[config.mk]
export PLATFORM = sky130hd
export DESIGN_NAME = axi4_sha256_periph
export DESIGN_NICKNAME = d
export VERILOG_FILES = /design/src/rtl/axi4_sha256_periph.sv
export SDC_FILE = /design/constraint.sdc
export NUM_CORES = 2
export LEC_CHECK = 0
export CAP_MARGIN = 5
export CORE_AREA = 2 2 362 364
export CTS_CLUSTER_DIAMETER = 200
export DETAILED_ROUTE_END_ITERATION = 12
export DIE_AREA = 0 0 364 366
export PLACE_DENSITY_LB_ADDON = 0.3
export SLEW_MARGIN = 20
export SYNTH_ARGS = -nofsm -noshare
export SYNTH_HDL_FRONTEND = slang
export SYNTH_SLANG_ARGS = --single-unit
[constraint.sdc]
create_clock -name clk -period 2.6 [get_ports clk]
set_input_delay 0.26 -clock clk [delete_from_list [all_inputs] [get_ports clk]]
set_output_delay 0.26 -clock clk [all_outputs]
set_load 0.1 [all_outputs]
[src/rtl/axi4_sha256_periph.sv]
`timescale 1ns/1ps
// axi4_sha256_periph: AXI4-lite register front-end for an external SHA-256 core
// (message/digest words, start pulse, status, watchdog). Optional IRQ: SHA_PERIPH_IRQ_EN.
module axi4_sha256_periph #(
    parameter logic [31:0] BASE_ADDR  = 32'h3000_0000,
    parameter int unsigned MSG_WORDS  = 16,
    parameter int unsigned HASH_WORDS = 8,
    parameter int unsigned TIMEOUT    = 1024
) (
    input  logic                      clk,
    input  logic                      resetn,
    input  logic                      mem_axi_awvalid,
    output logic                      mem_axi_awready,
    input  logic [31:0]               mem_axi_awaddr,
    input  logic [2:0]                mem_axi_awprot,
    input  logic                      mem_axi_wvalid,
    output logic                      mem_axi_wready,
    input  logic [31:0]               mem_axi_wdata,
    input  logic [3:0]                mem_axi_wstrb,
    output logic                      mem_axi_bvalid,
    input  logic                      mem_axi_bready,
    output logic [1:0]                mem_axi_bresp,
    input  logic                      mem_axi_arvalid,
    output logic                      mem_axi_arready,
    input  logic [31:0]               mem_axi_araddr,
    input  logic [2:0]                mem_axi_arprot,
    output logic                      mem_axi_rvalid,
    input  logic                      mem_axi_rready,
    output logic [31:0]               mem_axi_rdata,
    output logic [1:0]                mem_axi_rresp,
    output logic [32*MSG_WORDS-1:0]   core_message,
    output logic                      core_start,
    input  logic                      core_ready,
    input  logic [32*HASH_WORDS-1:0]  core_hash,
    output logic                      irq
);

    typedef enum logic {S_IDLE, S_RUN} state_t;

    localparam logic [1:0] RESP_OKAY   = 2'b00;
    localparam logic [1:0] RESP_SLVERR = 2'b10;
    localparam logic [1:0] RESP_DECERR = 2'b11;
    localparam logic [5:0] W_CTRL   = 6'h00;
    localparam logic [5:0] W_STATUS = 6'h01;
    localparam logic [5:0] W_CYCLES = 6'h02;

    state_t                r_state, w_next_state;
    logic                  r_awready, r_wready, r_arready;
    logic                  r_bvalid, r_rvalid;
    logic [1:0]            r_bresp, r_rresp;
    logic [31:0]           r_rdata;
    logic                  r_aw_full, r_w_full;
    logic [31:0]           r_awaddr, r_wdata;
    logic [3:0]            r_wstrb;
    logic [31:0]           r_msg  [MSG_WORDS];
    logic [31:0]           r_hash [HASH_WORDS];
    logic [31:0]           r_cycles;
    logic                  r_done, r_err, r_core_start;

    logic                  w_aw_hs, w_w_hs, w_ar_hs, w_wr_exec, w_busy;
    logic [5:0]            w_aw_word, w_ar_word;
    logic [1:0]            w_wr_resp, w_rd_resp;
    logic [31:0]           w_rd_data, w_cyc_next;
    logic                  w_ctrl_we, w_start_cmd, w_clr_cmd;
    logic [MSG_WORDS-1:0]  w_msg_we;
    logic                  w_core_done, w_timeout, w_irq_en_rd;
    logic                  w_unused;

    assign mem_axi_awready = r_awready;
    assign mem_axi_wready  = r_wready;
    assign mem_axi_arready = r_arready;
    assign mem_axi_bvalid  = r_bvalid;
    assign mem_axi_bresp   = r_bresp;
    assign mem_axi_rvalid  = r_rvalid;
    assign mem_axi_rdata   = r_rdata;
    assign mem_axi_rresp   = r_rresp;
    assign core_start      = r_core_start;

    assign w_aw_hs   = mem_axi_awvalid & r_awready;
    assign w_w_hs    = mem_axi_wvalid & r_wready;
    assign w_ar_hs   = mem_axi_arvalid & r_arready;
    assign w_wr_exec = r_aw_full & r_w_full & ~r_bvalid;
    assign w_busy    = (r_state == S_RUN);
    assign w_aw_word = r_awaddr[7:2];
    assign w_ar_word = mem_axi_araddr[7:2];
    assign w_unused  = ^{mem_axi_awprot, mem_axi_arprot, r_awaddr[1:0], mem_axi_araddr[1:0]};

    // Write decode: a rejected write (SLVERR/DECERR) raises no enables at all.
    always_comb begin
        w_wr_resp = RESP_OKAY;
        w_ctrl_we = 1'b0;
        w_msg_we  = '0;
        if (r_awaddr[31:8] != BASE_ADDR[31:8]) begin
            w_wr_resp = RESP_DECERR;
        end else if (w_aw_word == W_CTRL) begin
            if (r_wstrb[0]) begin
                if (w_busy && r_wdata[0]) w_wr_resp = RESP_SLVERR;
                else                      w_ctrl_we = 1'b1;
            end
        end else if (w_aw_word == W_STATUS || w_aw_word == W_CYCLES) begin
            w_wr_resp = RESP_SLVERR;
        end else begin
            w_wr_resp = RESP_DECERR;
            for (int unsigned i = 0; i < MSG_WORDS; i++) begin
                if (w_aw_word == 6'(16 + i)) begin
                    if (w_busy) begin
                        w_wr_resp = RESP_SLVERR;
                    end else begin
                        w_wr_resp   = RESP_OKAY;
                        w_msg_we[i] = 1'b1;
                    end
                end
            end
            for (int unsigned i = 0; i < HASH_WORDS; i++) begin
                if (w_aw_word == 6'(32 + i)) w_wr_resp = RESP_SLVERR;
            end
        end
    end

    assign w_start_cmd = w_wr_exec & w_ctrl_we & r_wdata[0];
    assign w_clr_cmd   = w_wr_exec & w_ctrl_we & r_wdata[1];

    always_comb begin
        w_rd_data = '0;
        w_rd_resp = RESP_OKAY;
        if (mem_axi_araddr[31:8] != BASE_ADDR[31:8]) begin
            w_rd_resp = RESP_DECERR;
        end else if (w_ar_word == W_CTRL) begin
            w_rd_data = {29'b0, w_irq_en_rd, 2'b00};
        end else if (w_ar_word == W_STATUS) begin
            w_rd_data = {29'b0, r_err, r_done, w_busy};
        end else if (w_ar_word == W_CYCLES) begin
            w_rd_data = r_cycles;
        end else begin
            w_rd_resp = RESP_DECERR;
            for (int unsigned i = 0; i < MSG_WORDS; i++) begin
                if (w_ar_word == 6'(16 + i)) begin
                    w_rd_data = r_msg[i];
                    w_rd_resp = RESP_OKAY;
                end
            end
            for (int unsigned i = 0; i < HASH_WORDS; i++) begin
                if (w_ar_word == 6'(32 + i)) begin
                    w_rd_data = r_hash[i];
                    w_rd_resp = RESP_OKAY;
                end
            end
        end
    end

    // AW and W are latched independently; the register update happens one edge after both are held.
    always_ff @(posedge clk or negedge resetn) begin
        if (!resetn) begin
            r_awready <= 1'b0;
            r_wready  <= 1'b0;
            r_aw_full <= 1'b0;
            r_w_full  <= 1'b0;
            r_awaddr  <= '0;
            r_wdata   <= '0;
            r_wstrb   <= '0;
            r_bvalid  <= 1'b0;
            r_bresp   <= RESP_OKAY;
        end else begin
            r_awready <= ~r_awready & mem_axi_awvalid & ~r_aw_full & ~r_bvalid;
            r_wready  <= ~r_wready & mem_axi_wvalid & ~r_w_full & ~r_bvalid;
            if (w_aw_hs) begin
                r_aw_full <= 1'b1;
                r_awaddr  <= mem_axi_awaddr;
            end
            if (w_w_hs) begin
                r_w_full <= 1'b1;
                r_wdata  <= mem_axi_wdata;
                r_wstrb  <= mem_axi_wstrb;
            end
            if (w_wr_exec) begin
                r_aw_full <= 1'b0;
                r_w_full  <= 1'b0;
                r_bvalid  <= 1'b1;
                r_bresp   <= w_wr_resp;
            end else if (r_bvalid && mem_axi_bready) begin
                r_bvalid <= 1'b0;
            end
        end
    end

    always_ff @(posedge clk or negedge resetn) begin
        if (!resetn) begin
            r_arready <= 1'b0;
            r_rvalid  <= 1'b0;
            r_rdata   <= '0;
            r_rresp   <= RESP_OKAY;
        end else begin
            r_arready <= ~r_arready & mem_axi_arvalid & ~r_rvalid;
            if (w_ar_hs) begin
                r_rvalid <= 1'b1;
                r_rdata  <= w_rd_data;
                r_rresp  <= w_rd_resp;
            end else if (r_rvalid && mem_axi_rready) begin
                r_rvalid <= 1'b0;
            end
        end
    end

    always_ff @(posedge clk or negedge resetn) begin
        if (!resetn) begin
            for (int unsigned i = 0; i < MSG_WORDS; i++) r_msg[i] <= '0;
        end else if (w_wr_exec) begin
            for (int unsigned i = 0; i < MSG_WORDS; i++) begin
                for (int unsigned b = 0; b < 4; b++) begin
                    if (w_msg_we[i] && r_wstrb[b]) r_msg[i][8*b +: 8] <= r_wdata[8*b +: 8];
                end
            end
        end
    end

    always_comb begin
        core_message = '0;
        for (int unsigned i = 0; i < MSG_WORDS; i++) begin
            core_message[32*(MSG_WORDS-1-i) +: 32] = r_msg[i];
        end
    end

    // r_cycles is 0 only in the first RUN cycle, which doubles as the "ignore core_ready" qualifier.
    assign w_cyc_next  = (r_cycles == '1) ? r_cycles : r_cycles + 32'd1;
    assign w_core_done = w_busy & core_ready & (r_cycles != '0);
    assign w_timeout   = w_busy & (TIMEOUT != 0) & (w_cyc_next == 32'(TIMEOUT));

    always_ff @(posedge clk or negedge resetn) begin
        if (!resetn) r_state <= S_IDLE;
        else         r_state <= w_next_state;
    end

    always_comb begin
        w_next_state = r_state;
        case (r_state)
            S_IDLE:  if (w_start_cmd) w_next_state = S_RUN;
            S_RUN:   if (w_core_done || w_timeout) w_next_state = S_IDLE;
            default: w_next_state = S_IDLE;
        endcase
    end

    always_ff @(posedge clk or negedge resetn) begin
        if (!resetn) begin
            r_cycles     <= '0;
            r_done       <= 1'b0;
            r_err        <= 1'b0;
            r_core_start <= 1'b0;
            for (int unsigned i = 0; i < HASH_WORDS; i++) r_hash[i] <= '0;
        end else begin
            r_core_start <= w_start_cmd;
            if (w_start_cmd) begin
                r_cycles <= '0;
                r_done   <= 1'b0;
                r_err    <= 1'b0;
            end else if (w_clr_cmd) begin
                r_done <= 1'b0;
                r_err  <= 1'b0;
            end
            if (w_busy) begin
                r_cycles <= w_cyc_next;
                if (w_core_done) begin
                    r_done <= 1'b1;
                    for (int unsigned i = 0; i < HASH_WORDS; i++) begin
                        r_hash[i] <= core_hash[32*(HASH_WORDS-1-i) +: 32];
                    end
                end else if (w_timeout) begin
                    r_err <= 1'b1;
                end
            end
        end
    end

`ifdef SHA_PERIPH_IRQ_EN
    logic r_irq_en, r_irq;

    always_ff @(posedge clk or negedge resetn) begin
        if (!resetn) begin
            r_irq_en <= 1'b0;
            r_irq    <= 1'b0;
        end else begin
            if (w_wr_exec && w_ctrl_we) r_irq_en <= r_wdata[2];
            if (w_start_cmd || w_clr_cmd) r_irq <= 1'b0;
            else                          r_irq <= r_irq_en & (r_done | r_err);
        end
    end

    assign irq         = r_irq;
    assign w_irq_en_rd = r_irq_en;
`else
    assign irq         = 1'b0;
    assign w_irq_en_rd = 1'b0;
`endif

endmodule

Word-level counts from Yosys, hierarchy flattened
Cells that the tools add are included.
- flip-flop bits (word level): 915
- input bits: 370
- $add $sub $neg: 1
- eq/ne operators: 56
- multiplexer cells: 133
- bitwise gates (word level): 27
- reduce and logical (&&, ||, !) cells: 142
- operator list (cell ; count):
    $mux W32 ; 31
    $eq A6 B5 Y1 const B ; 32
    $reduce_and A2 Y1 ; 65
    $mux W2 ; 58
    $eq A6 B6 Y1 const B ; 16
    $logic_and A1 B1 Y1 ; 67
    $mux W16 ; 3
    $ne A24 B22 Y1 const B ; 2
    $mux W1 ; 40
    $add A32 B1 Y32 const B ; 1
    $eq A32 B11 Y1 const B ; 1
    $eq A32 B32 Y1 const B ; 1
    $reduce_bool A32 Y1 ; 1
    $and A1 B1 Y1 ; 19
    $eq A6 B1 Y1 const B ; 2
    $eq A6 B2 Y1 const B ; 2
    $logic_not A6 Y1 ; 2
    $reduce_bool A2 Y1 ; 5
    $not A1 Y1 ; 8
    $logic_or A1 B1 Y1 ; 2
    $pmux W1 S2 ; 1

Depth between registers and ports, before layout
- depth after elaboration: 29
- mapped depth: 12
- depth with buffers taken out: 9

Least setup slack after synthesis
Ideal clock, no wire load.
- path kind: reg-to-reg
- start point: register r_arready (netlist: mem_axi_arready)
- end point: register r_rdata[21] (netlist: mem_axi_rdata[21])
- setup time: 83 ps
- data arrival time: 2754 ps
- data required time: 2517 ps
- path slack: -237 ps
- stages on the path, launching flop included: 9
- buffers on the path: 1
- cell sequence: dfrtp_1 nand2_1 nand4b_1 nor3_1 o21ai_1 nand2b_1 clkbuf_1 or3_1 o21ai_0
- cells in the longest elaborated chain, start to end: 1
- ends and longest elaborated chain (item ; line ; RTL):
    start: declaration ; 48 ; logic r_awready, r_wready, r_arready;
    start signal: assignment ; 193 ; r_arready <= ~r_arready & mem_axi_arvalid & ~r_rvalid;
    $and A1 B1 Y1 ; 81 ; assign w_ar_hs = mem_axi_arvalid & r_arready;
    end signal: assignment ; 196 ; r_rdata <= w_rd_data;
    end: declaration ; 51 ; logic [31:0] r_rdata;
Every way passes these cells.
A chain may end at the register's enable or synchronous reset.

Worst setup path in the final report
- start point: register r_awaddr[27]
- end point: register r_msg (netlist bit core_message[347])
- cells in the longest elaborated chain, start to end: 4
- ends and longest elaborated chain (item ; line ; RTL):
    start: declaration ; 53 ; logic [31:0] r_awaddr, r_wdata;
    start signal: assignment ; 168 ; r_awaddr <= mem_axi_awaddr;
    $ne A24 B22 Y1 ; 93 ; if (r_awaddr[31:8] != BASE_ADDR[31:8]) begin
    $mux W16 ; 93 ;
    $logic_and A1 B1 Y1 ; 210 ; if (w_msg_we[i] && r_wstrb[b]) r_msg[i][8*b +: 8] <= r_wdata[8*b +: 8];
    $reduce_and A2 Y1 (no line) ; n/a ;
    end signal: indexed assignment ; 210 ;
    end: declaration ; 55 ; logic [31:0] r_msg [MSG_WORDS];
Every way passes these cells.

==> out/qor.yml <==
timing:
  max_freq_ghz: 0.3650
  postLayoutSetupSlackWorst_ns: -0.1394
  drv_slew: 0
  max_slew_margin_pct: 25.32
  worstMarginPinSlew_ns: 1.120
  fin_worst_skew_ns: 0.04229
  setup_violations: 401
  rsz0062_at_grt: "yes"
  min_period_ns: 2.739
  hold_violations: 0
  finalCritPeriodShare_pct: 105.4
power_and_ir_drop:
  p_seq_share_pct: 47.6
  p_switching_w: 0.01056
  p_comb_share_pct: 9.4
  ir_worst_vdd_v: 0.0009316
  p_int_w: 0.02541
  leakagePower_nw: 32.78
  clkPwrFrac_pct: 43.1
  power_density_nw_per_um2: 563.2
  p_sw_share_pct: 29.36
drt:
  num_vias: 38640
  first_pass_iters: 8
  drt_iter0_drc: 4444
  via_per_inst: 5.722
  wl_per_cell_um: 35.38
  routed_wl_um: 239000
  antenna_left: 0
  drc: 0
die:
  num_rows: 132
  die_x_um: 364
  coreArea_um2: 129000
  initial_utilization_pct: 32.22
  dieArea_um2: 133200
  die_h_um: 366
  io_pins: 925
clock_tree:
  clk_latency_ns: 0.74
  clk_pin_slew_ns: 0.06
  htree_num_levels: 3
  clock-sinks: 912
  cts_tree: "yes"
  root_buffer: "clkbuf_16"
  max-clock-path-buffers: 3
  cts-buffers-inserted: 102
place:
  post-dp-hpwl_um: 190900
  io_buffers: 913
  place.gp.congestion: 1.051
  place_area_um2: 57470
logic_synthesis:
  yosysWarnings: 0
  ys_ff_latch: 912
  syn_avg_cell_area_um2: 12.34
  synthFlopType: "dfrtp_1"
  syn_area_um2: 41560
  ys_types: 88
  yosysSeqAreaShare_pct: 54.91
  syn_inst: 3368
  synthesis.nets: 3740
  synth_enable_flop_cells: 0
  async_flop_share_pct: 100.0
grt:
  grt_usage_pct: 34.48
  grt_pass1_wl_um: 319500
  grt_pass1_vias: 38340
  antenna_found_initial: 21
  grt_max_degree: 81
  grt_overflow: 0
finish:
  drive_above_1_share_pct: 47.35
  fill_cells: 11670
  layout_common_cells: "buf_4 (1143), dfrtp_1 (909), mux2_2 (397), clkdlybuf4s50_1 (352), mux2_4 (305)"
  syn2layout_area_growth_pct: 53.66
  fin_util_pct: 49.51
  layout_commonest_cell: "buf_4"
  design_area_um2: 63860
  num-nets-final: 5285
worst_setup_path:
  ff2ff_setup_slack_ns: -0.14
  crit_fanout: 8
  start_kind: "flip-flop"
  worstSetupPathType: "flip-flop to flip-flop"
  end_kind: "flip-flop"
  arrival_ns: 3.33
  cp_data_required_time_ns: 3.19
run_status:
  status: "complete, but fails checks"
  violations: "setup timing"
run:
  drv_cap: 0
worst_hold_path:
  hp-class: "input port to flip-flop"
## stage by stage
| stage | TNS, ns | std cells | power, W | worst slack, ns | hold WS [ns] |
|---|---|---|---|---|---|
| global route | -54.97 | 6750 | 0.03686 | -0.2188 | 0.09901 |
| floorplan | 0 | 3368 | 0.01734 | 0.006593 | -0.03559 |
| global placement | -74.04 | 6509 | 0.02016 | -1.515 | 0.3318 |
| detailed placement | -73.74 | 6509 | 0.02021 | -1.535 | 0.3305 |
| CTS | -5.923 | 6701 | 0.03582 | -0.1124 | 0.06809 |
| finish | -19.99 | 6753 | 0.03597 | -0.1394 | 0.09446 |
## area by class of cell
type                       count  area [um^2]  share of cell area, %
clock buffer                 140         2947                  4.614
clock inverter                48        610.6                 0.9561
sequential                   912        22830                  35.74
inverter                      20        75.07                 0.1176
multi-input combinational   2208        19940                  31.22
antenna                       14        35.03                0.05486
tap                         1742         2180                  3.413
timing repair buffer        1669        15250                  23.88
## power by group through the flow
stage	combinational, W	clock [W]	sequential, W
2_1_floorplan	0.00158	0	0.0158
3_3_place_gp	0.00307	0	0.0171
3_5_place_dp	0.00311	0	0.0171
4_1_cts	0.00326	0.0156	0.0169
5_1_grt	0.00356	0.0162	0.0171
6_report	0.00337	0.0155	0.0171
## state kept, by name, indices dropped and copies added (netlist names), 2 cells and up
signal         count
mem_axi_rdata     32
r_cycles          32
mem_axi_bresp      2
r_hash           256
r_wstrb            4
r_awaddr          30
core_message     512
r_wdata           32
## final timing paths
check                           depth (start not counted)                 startpoint                            end
worst max-delay path                                   10   r_awaddr[27]$_DFFE_PN0P_  core_message[347]$_DFFE_PN0P_
worst min-delay path                                    2             mem_axi_bready     mem_axi_bvalid$_DFFE_PN0P_
worst max register to register                         10   r_awaddr[27]$_DFFE_PN0P_  core_message[347]$_DFFE_PN0P_
worst min register to register                          1  mem_axi_arready$_DFF_PN0_      mem_axi_arready$_DFF_PN0_
max in group asynchronous                               3                     resetn  core_message[283]$_DFFE_PN0P_
min in group asynchronous                               2                     resetn        r_hash[243]$_DFFE_PN0P_
## synth_stat cells (all sizes together), types with 9 or more instances
| library cell | count | area (um^2) |
|---|---|---|
| mux2 | 836 | 9414 |
| nand2 | 222 | 833.3 |
| mux2i | 14 | 140.1 |
| buf | 57 | 275.3 |
| a221o | 13 | 130.1 |
| a221oi | 61 | 534.3 |
| nor4 | 31 | 236.5 |
| o2111ai | 9 | 78.83 |
| nor3 | 46 | 240.2 |
| a22o | 17 | 148.9 |
| o31ai | 23 | 172.7 |
| inv | 20 | 75.07 |
| a2111oi | 20 | 187.7 |
| nand4 | 33 | 227.7 |
| o21ai | 147 | 735.7 |
| and2 | 11 | 68.82 |
| nand3 | 56 | 292.8 |
| a22oi | 104 | 780.8 |
| nand2b | 9 | 56.30 |
| and3 | 22 | 137.6 |
| dfrtp | 912 | 22820 |
| a211oi | 22 | 170.2 |
| clkbuf | 171 | 641.9 |
| a31oi | 17 | 106.4 |
| a222oi | 30 | 300.3 |
| nor2 | 150 | 570.6 |
| nor4b | 9 | 106.4 |
| o221ai | 19 | 166.4 |
| a21oi | 133 | 665.6 |
| o211ai | 9 | 67.56 |
| o22ai | 40 | 250.2 |
## worst max-delay path: stages (launching register included)
cell      delay [ns]
dfrtp_1         0.38
nor4b_2         0.33
and4_1          0.25
nand3_2         0.12
a211oi_4        0.32
nand3b_1        0.27
nor2_1          0.19
buf_6           0.19
nand2_4         0.07
buf_12          0.17
mux2_4          0.30
## cell families (layout without fill, tap and decap cells)
| logic type | count (synthesis) | after routing | synth area share [%] |
|---|---|---|---|
| flip-flops | 912 | 912 | 54.91 |
| multiplexers | 853 | 853 | 23.15 |
| AO/OA/AOI/OAI | 707 | 707 | 11.73 |
| AND/OR/NAND/NOR | 635 | 635 | 7.542 |
| buffers and inverters | 248 | 1877 | 2.387 |
| XOR/XNOR | 10 | 10 | 0.2108 |
| adder cells (fa/ha/maj) | 2 | 2 | 0.06020 |
| other | 1 | 15 | 0.009023 |
## repair_timing
item | CTS | global route
hold buffers | 1 | 0
buffers inserted | 6 | 23
endpoints found under the setup margin | 675 | 728
pin swaps | 29 | 35
hold endpoints to repair | 48 | 0
gates cloned | 0 | 15
resized for setup | 342 | 230
## layer usage
metal / wire (um) / track usage, %
met1: 91090 / 42.45
met2: 105600 / 52.46
met3: 29160 / 14.34
met4: 12990 / 15.58
met5: 130 / 0
(Power assumes the default switching activity.)
